==> src/rtl/insn_loader.sv <==
// insn_loader: byte-stream boot loader for the core's instruction memory.
// Accepts COUNT (16-bit, little-endian) followed by COUNT little-endian
// 32-bit words, writes them from word 0 upward while holding the core in
// reset, then releases the core.
// Optional build macro LOADER_CHECKSUM_EN adds a trailing XOR checksum byte
// that must match before the core is released.
module insn_loader #(
  parameter int ADDR_W = 10,
  parameter int DEPTH  = 1024
) (
  input  logic              clk,
  input  logic              reset,
  input  logic              in_valid,
  input  logic [7:0]        in_data,
  output logic              in_ready,
  output logic              mem_we,
  output logic [ADDR_W-1:0] mem_addr,
  output logic [31:0]       mem_wdata,
  output logic              core_reset,
  output logic              busy,
  output logic              done,
  output logic              error
);

`ifdef LOADER_CHECKSUM_EN
  typedef enum logic [2:0] {
    S_LEN0, S_LEN1, S_DATA, S_CHK, S_DONE, S_ERR
  } state_t;
`else
  typedef enum logic [2:0] {
    S_LEN0, S_LEN1, S_DATA, S_DONE, S_ERR
  } state_t;
`endif

  state_t              state_q, state_d;
  logic [15:0]         count_q, count_d;
  logic [1:0]          byte_cnt_q, byte_cnt_d;
  logic [ADDR_W:0]     word_cnt_q, word_cnt_d;
  logic [23:0]         asm_q, asm_d;
  logic                mem_we_q, mem_we_d;
  logic [ADDR_W-1:0]   mem_addr_q, mem_addr_d;
  logic [31:0]         mem_wdata_q, mem_wdata_d;
  logic                core_reset_q, core_reset_d;
  logic                busy_q, busy_d;
  logic                done_q, done_d;
  logic                error_q, error_d;
`ifdef LOADER_CHECKSUM_EN
  logic [7:0]          xor_q, xor_d;
`endif

  logic                xfer;
  logic [15:0]         count_full;
  logic                last_word;

  // A byte moves only while the loader is still collecting the image
  assign in_ready   = (state_q != S_DONE) && (state_q != S_ERR);
  assign xfer       = in_valid && in_ready;
  assign count_full = {in_data, count_q[7:0]};
  // Word counter is one bit wider than the address so COUNT==DEPTH compares cleanly
  assign last_word  = ((16'(word_cnt_q) + 16'd1) == count_q);

  assign mem_we     = mem_we_q;
  assign mem_addr   = mem_addr_q;
  assign mem_wdata  = mem_wdata_q;
  assign core_reset = core_reset_q;
  assign busy       = busy_q;
  assign done       = done_q;
  assign error      = error_q;

  // State and datapath registers; reset aborts any load in progress
  always_ff @(posedge clk) begin
    if (!reset) begin
      state_q      <= S_LEN0;
      count_q      <= '0;
      byte_cnt_q   <= '0;
      word_cnt_q   <= '0;
      asm_q        <= '0;
      mem_we_q     <= 1'b0;
      mem_addr_q   <= '0;
      mem_wdata_q  <= '0;
      core_reset_q <= 1'b0;
      busy_q       <= 1'b0;
      done_q       <= 1'b0;
      error_q      <= 1'b0;
`ifdef LOADER_CHECKSUM_EN
      xor_q        <= '0;
`endif
    end else begin
      state_q      <= state_d;
      count_q      <= count_d;
      byte_cnt_q   <= byte_cnt_d;
      word_cnt_q   <= word_cnt_d;
      asm_q        <= asm_d;
      mem_we_q     <= mem_we_d;
      mem_addr_q   <= mem_addr_d;
      mem_wdata_q  <= mem_wdata_d;
      core_reset_q <= core_reset_d;
      busy_q       <= busy_d;
      done_q       <= done_d;
      error_q      <= error_d;
`ifdef LOADER_CHECKSUM_EN
      xor_q        <= xor_d;
`endif
    end
  end

  // Next-state selection from stream progress
  always_comb begin
    state_d = state_q;
    case (state_q)
      S_LEN0: if (xfer) state_d = S_LEN1;
      S_LEN1: begin
        if (xfer) begin
          if (count_full == 16'd0) begin
`ifdef LOADER_CHECKSUM_EN
            state_d = S_CHK;
`else
            state_d = S_DONE;
`endif
          end else if (count_full > 16'(DEPTH)) begin
            state_d = S_ERR;
          end else begin
            state_d = S_DATA;
          end
        end
      end
      S_DATA: begin
        if (xfer && (byte_cnt_q == 2'd3) && last_word) begin
`ifdef LOADER_CHECKSUM_EN
          state_d = S_CHK;
`else
          state_d = S_DONE;
`endif
        end
      end
`ifdef LOADER_CHECKSUM_EN
      S_CHK: if (xfer) state_d = (in_data == xor_q) ? S_DONE : S_ERR;
`endif
      S_DONE: state_d = S_DONE;
      S_ERR:  state_d = S_ERR;
      default: state_d = S_ERR;
    endcase
  end

  // Length capture, word assembly and memory write generation
  always_comb begin
    count_d     = count_q;
    byte_cnt_d  = byte_cnt_q;
    word_cnt_d  = word_cnt_q;
    asm_d       = asm_q;
    mem_we_d    = 1'b0;
    mem_addr_d  = mem_addr_q;
    mem_wdata_d = mem_wdata_q;
`ifdef LOADER_CHECKSUM_EN
    xor_d       = xor_q;
    if (xfer && (state_q != S_CHK)) xor_d = xor_q ^ in_data;
`endif
    if (xfer) begin
      case (state_q)
        S_LEN0: count_d[7:0]  = in_data;
        S_LEN1: count_d[15:8] = in_data;
        S_DATA: begin
          byte_cnt_d = byte_cnt_q + 2'd1;
          case (byte_cnt_q)
            2'd0: asm_d[7:0]   = in_data;
            2'd1: asm_d[15:8]  = in_data;
            2'd2: asm_d[23:16] = in_data;
            default: begin
              mem_we_d    = 1'b1;
              mem_addr_d  = word_cnt_q[ADDR_W-1:0];
              mem_wdata_d = {in_data, asm_q};
              word_cnt_d  = word_cnt_q + {{ADDR_W{1'b0}}, 1'b1};
            end
          endcase
        end
        default: ;
      endcase
    end
  end

  // Status outputs; core release lags DONE entry by one cycle so the final
  // write lands while the core is still held
  always_comb begin
    busy_d       = 1'b0;
    done_d       = (state_d == S_DONE);
    error_d      = (state_d == S_ERR);
    core_reset_d = (state_q == S_DONE);
    case (state_d)
      S_LEN1, S_DATA: busy_d = 1'b1;
`ifdef LOADER_CHECKSUM_EN
      S_CHK:          busy_d = 1'b1;
`endif
      default:        busy_d = 1'b0;
    endcase
  end

endmodule

==> config.mk <==
export PLATFORM = sky130hd
export DESIGN_NAME = insn_loader
export DESIGN_NICKNAME = d
export VERILOG_FILES = /design/src/rtl/insn_loader.sv
export SDC_FILE = /design/constraint.sdc
export NUM_CORES = 1
export LEC_CHECK = 0
export CORE_ASPECT_RATIO = 2
export CORE_MARGIN = 4
export CORE_UTILIZATION = 55
export DETAILED_ROUTE_END_ITERATION = 8
export GPL_ROUTABILITY_DRIVEN = 0
export GPL_TIMING_DRIVEN = 0
export PLACE_DENSITY_LB_ADDON = 0.25
export SYNTH_ARGS = -nofsm -noshare
export SYNTH_HDL_FRONTEND = slang
export SYNTH_SLANG_ARGS = --single-unit
==> constraint.sdc <==
create_clock -name clk -period 2.4 [get_ports clk]
set_input_delay 0.48 -clock clk [delete_from_list [all_inputs] [get_ports clk]]
set_output_delay 0.48 -clock clk [all_outputs]
set_load 0.05 [all_outputs]
== Word-level counts from Yosys, hierarchy flattened ==
Index checks and enable logic that the tools add are counted.

* Add/subtract/negate cells: 3
* Magnitude comparators: 1
* Equality and inequality tests: 13
* Muxes and demuxes: 8
* Bitwise operators: 1
* Reduce and logical (&&, ||, !) cells: 17

{| class="wikitable"
|+ Operators with widths
! operator !! count
|-
| == test 12 x 16 -> 1 bit || 1
|-
| > comparator 16 x 11 -> 1 bit (second input constant) || 1
|-
| logical NOT 16 bit || 1
|-
| 2-to-1 mux 3 bit || 5
|-
| AND reduction 3 bit || 5
|-
| adder 11 x 1 -> 12 bit (second input constant) || 1
|-
| == test 3 x 2 -> 1 bit (second input constant) || 4
|-
| one-hot mux 3 bit (4 select lines) || 1
|-
| adder 11 x 1 -> 11 bit (second input constant) || 1
|-
| == test 3 x 1 -> 1 bit (second input constant) || 2
|-
| AND reduction 2 bit || 3
|-
| == test 2 bit (second input constant) || 2
|-
| logical AND 1 bit || 4
|-
| == test 3 bit (second input constant) || 1
|-
| logical NOT 3 bit || 1
|-
| inequality test 3 x 2 -> 1 bit (second input constant) || 1
|-
| inequality test 3 bit (second input constant) || 1
|-
| OR reduction 3 bit || 1
|-
| adder 2 x 1 -> 2 bit (second input constant) || 1
|-
| == test 2 x 1 -> 1 bit (second input constant) || 1
|-
| logical NOT 2 bit || 1
|-
| 2-to-1 mux 1 bit || 2
|-
| OR reduction 2 bit || 1
|-
| inverter 1 bit || 1
|}

* Register bits after elaboration: 103
* Input port bits: 11
* Output and inout port bits: 48
* Logic and storage cells: 58

== Longest topological paths before layout ==
* Depth in word-level cells: 10
* Gate-level depth with buffers: 8
* Mapped depth without buffers: 7

== Worst setup path after synthesis ==
Ideal clock, no wire load.

* Path kind: register -> register
* Start: register word_cnt_q[0]
* End: register busy_q (netlist: busy)
* Library setup time: 121 ps
* Arrival: 2041 ps
* Required time: 2279 ps
* Slack: 238 ps
* Cell stages (with the launch flop): 8
* Buffers on the path: 0
* Clock period less this slack: 2162 ps
* Cell sequence: dfxtp_1 ha_1 nand3_1 or3_1 a211o_1 a2111oi_4 and2_1 nor3_1

* Cells in the longest elaborated chain, start to end: 8
* Elaborated cells on any way between the ends: 9
* Classes of those cells: add/sub (1); eq/ne (3); mux (3); reduce/logical (2)

{| class="wikitable"
|+ Ends and longest elaborated chain
! item !! line !! source
|-
| from (decl) || 38 || <nowiki>logic [ADDR_W:0] word_cnt_q, word_cnt_d;</nowiki>
|-
| from (signal assigned) || 92 || <nowiki>word_cnt_q <= word_cnt_d;</nowiki>
|-
| adder 11 x 1 -> 12 bit * || 60 || <nowiki>assign last_word = ((16'(word_cnt_q) + 16'd1) == count_q);</nowiki>
|-
| == test 12 x 16 -> 1 bit * || 60 ||
|-
| logical AND 1 bit * || 128 || <nowiki>if (xfer && (byte_cnt_q == 2'd3) && last_word) begin</nowiki>
|-
| 2-to-1 mux 3 bit * || 128 ||
|-
| one-hot mux 3 bit (4 select lines) * || 110 || <nowiki>case (state_q)</nowiki>
|-
| == test 3 x 1 -> 1 bit or == test 3 x 2 -> 1 bit (tied branches) || 188 || <nowiki>case (state_d)</nowiki>
|-
| OR reduction 2 bit * || 188 ||
|-
| 2-to-1 mux 1 bit * || 188 ||
|-
| to (signal assigned) || 98 || <nowiki>busy_q <= busy_d;</nowiki>
|-
| to (decl) || 44 || <nowiki>logic busy_q, busy_d;</nowiki>
|}

Every way passes the cells marked *; elsewhere a longest branch is shown, timed or not.
A chain may end at the register's enable or synchronous reset.

== Worst setup path in the final report ==
* Start: input in_valid
* End: register busy_q (netlist: busy)

* Cells in the longest elaborated chain, start to end: 8
* Elaborated cells on any way between the ends: 11
* Classes of those cells: eq/ne (2); mux (5); reduce/logical (4)

{| class="wikitable"
|+ Ends and longest elaborated chain
! item !! line !! source
|-
| from (decl) || 13 || <nowiki>input logic in_valid,</nowiki>
|-
| logical AND 1 bit * || 57 || <nowiki>assign xfer = in_valid && in_ready;</nowiki>
|-
| logical AND 1 bit (2 in a row) || 128 ||
|-
| 2-to-1 mux 3 bit || 128 ||
|-
| one-hot mux 3 bit (4 select lines) * || 110 ||
|-
| == test 3 x 1 -> 1 bit or == test 3 x 2 -> 1 bit (tied branches) || 188 ||
|-
| OR reduction 2 bit * || 188 ||
|-
| 2-to-1 mux 1 bit * || 188 ||
|}

Marked as above.

==> results.toml <==
[logic_synthesis]
synth.largest_area_cell = "dfxtp_1"
synthArstFlopShare = 0
synth.net_count = 557
synth_edf_count = 0
synth-main-ff-cell = "dfxtp_1"
synth_top_area_frac = 0.456
netlist_area_um2 = 4520
yosysSeqAreaShare = 0.456
yosys_warnings = 0
synth_area_leaders = "dfxtp_1, a21boi_0, nand2_1"
synthCells = 540
yosysUniqueCellTypes = 54
avgSynthCellArea_um2 = 8.38
ys_seq_elements = 103

[finish]
syn2layout_area_growth_pct = 23.3
final_nets = 624
fin_util = 0.698
diodes = 0
layout-drive-gt1-share = 0.0738

[clock_tree]
clk_pin_slew_ns = 0.07
clockRootBuffer = "clkbuf_16"
h-tree-depth = 3
tritoncts = "yes"
hold_buffers = 0
clk_latency_ns = 0.34
post_cts_buffers = 0
cts_sinks = 103
clockBufferDepth = 2
cts_made_buffers = 9

[route]
wl_per_cell_um = 16.3
initialDrtViolationCount = 228
routed_wl_um = 11500
drtAntennaViolNets = 0
first_pass_iters = 5
avgViaCountPerCell = 5.66
drc = 0
vias = 3993

[setup_path]
cp_slowest_cell = "clkdlybuf4s50_1"
end_kind = "flip-flop"
required_ns = 2.63
cp-start-kind = "input port"
cp_max_fo = 7
cpPeakStageDelay_ns = 0.50
path_cells = "clkdlybuf4s50_1, nor4bb_1, clkbuf_2, nand4_1, a211o_1, a2111oi_4, and2_1, nor3_1"
arrival_ns = 2.61
crit_type = "input port to flip-flop"
critPathTopFamily = "buffers and inverters"
crit_buf_inv = 2

[timing]
final.min_clock_period_ns = 2.38
final_hold_viol_count = 0
fin_ws_ns = 0.0180
fin_tns_setup_ns = 0
drv_slew = 0
fin_crit_sh = 0.993
finalSetupViolCount = 0
fmax_ghz = 0.420
worstMarginPinSlew_ns = 0.510
timing.slew.headroom = 0.659
fin_worst_skew_ns = 0.00642
hold_ws_ns = 0.463

[global_route]
grt_pass1_vias = 4066
grt_overflow = 0
use_met2 = 0.466
busiest_layer = "met2"
grt_max_degree = 16
grt_use_total = 0.248
grt_pass1_wl_um = 19100
antenna_found_initial = 0
use_met1 = 0.245
met3_usage = 0.0415

[place]
port_buffers = 56
post-place-ws_ns = -0.457
place_hpwl_um = 8460

[die]
die_w_um = 72.1
initial_core_util = 0.566
coreArea_um2 = 8000
dieArea_um2 = 9830
fp.dieH_um = 136
io_pins = 59
rows = 46

[power]
power.density_nw_per_um2 = 659
p_leak_nw = 1.90
p_total_mw = 3.68
vdd_drop_max_mv = 0.626

[run]
max_cap_violations = 0

[worst_hold_path]
hold_class = "flip-flop to flip-flop"

[run_status]
status = "finished clean"
==> cell usage after synthesis, types with 4 or more instances <==
| master | n |
|---|---|
| a21boi_0 | 84 |
| a21oi_1 | 4 |
| and2_1 | 16 |
| buf_1 | 4 |
| buf_2 | 5 |
| buf_4 | 5 |
| clkbuf_1 | 27 |
| dfxtp_1 | 103 |
| ha_1 | 6 |
| nand2_1 | 159 |
| nand2b_1 | 4 |
| nand3_1 | 30 |
| nand4_1 | 4 |
| nor2_1 | 16 |
| nor3_1 | 4 |
| nor4_1 | 4 |
| xnor2_1 | 14 |
| xor2_1 | 4 |
==> registers in the layout (all words and copies together) (netlist names) <==
name	count
asm_q	24
busy	1
byte_cnt_q	2
core_reset	1
count_q	16
done	1
error	1
mem_addr	10
mem_wdata	32
mem_we	1
state_q	3
word_cnt_q	11
==> worst paths after layout <==
kind	slack (ns)	end	startpoint	depth (start not counted)
setup / recovery	0.02	busy	in_valid	8
hold / removal	0.46	mem_wdata[18]	mem_wdata[18]	2
setup reg to reg	0.11	busy	word_cnt_q[0]	7
hold reg to reg	0.46	mem_wdata[18]	mem_wdata[18]	2
==> cells by family after synthesis <==
logic type,Yosys count,synth area share
AOI/OAI and AO/OA,108,0.185
xor gates and xnor gates,18,0.0348
adders and majority gates,7,0.0188
buffers and inverters,43,0.0412
DFF,103,0.456
muxes,1,0.00249
and+or+nand+nor,260,0.262
==> power breakdown <==
| part | switching (mW) | total, mW | internal, mW | leakage (nW) |
|---|---|---|---|---|
| clock | 0.614 | 1.73 | 1.11 | 0.169 |
| sequential | 0.0166 | 1.74 | 1.73 | 0.833 |
| combinational | 0.124 | 0.204 | 0.0803 | 0.903 |
| total | 0.755 | 3.68 | 2.92 | 1.90 |
==> layout by cell type, fill, tap and decap left out, types with 5 or more instances in the layout <==
master / n
and2_1: 16
buf_4: 5
clkbuf_1: 24
buf_2: 9
ha_1: 5
nand3_1: 29
xnor2_1: 14
a21boi_0: 84
nand2_1: 159
dfxtp_1: 101
clkbuf_16: 9
nor2_1: 16
clkdlybuf4s50_1: 52
==> per-stage QoR <==
stage | cells | area (µm²)
2_1_floorplan | 540 | 4520
3_3_place_gp | 692 | 5200
3_5_place_dp | 692 | 5200
4_1_cts | 706 | 5560
5_1_grt | 706 | 5580
6_report | 706 | 5580
==> timing repair <==
| item | in CTS | in global routing |
|---|---|---|
| gates cloned | 0 | 0 |
| resized for setup | 11 | 9 |
| hold endpoints to repair | 0 | 0 |
| setup endpoints to repair | 24 | 5 |
==> worst min-delay path: stages (launching register included) <==
cell and delay, ns:
dfxtp_1 0.31, nand2_1 0.05, a21boi_0 0.06
==> cell type report <==
class                           count  area (µm²)
Buffer                             41         189
Clock buffer                       10         229
Clock inverter                      4         120
Fill cell                         641        2420
Inverter                            2        7.51
Multi-Input combinational cell    394        2290
Sequential cell                   103        2070
Tap cell                           96         120
Timing Repair Buffer               56         559
==> per-layer routing <==
layer  share of wire  up-vias
met1            0.36     1894
met3           0.036       39
met2            0.56      123
met4           0.045        0
li1                -     1937
met5               0        -
No activity file was read; power rests on OpenSTA's default activity.
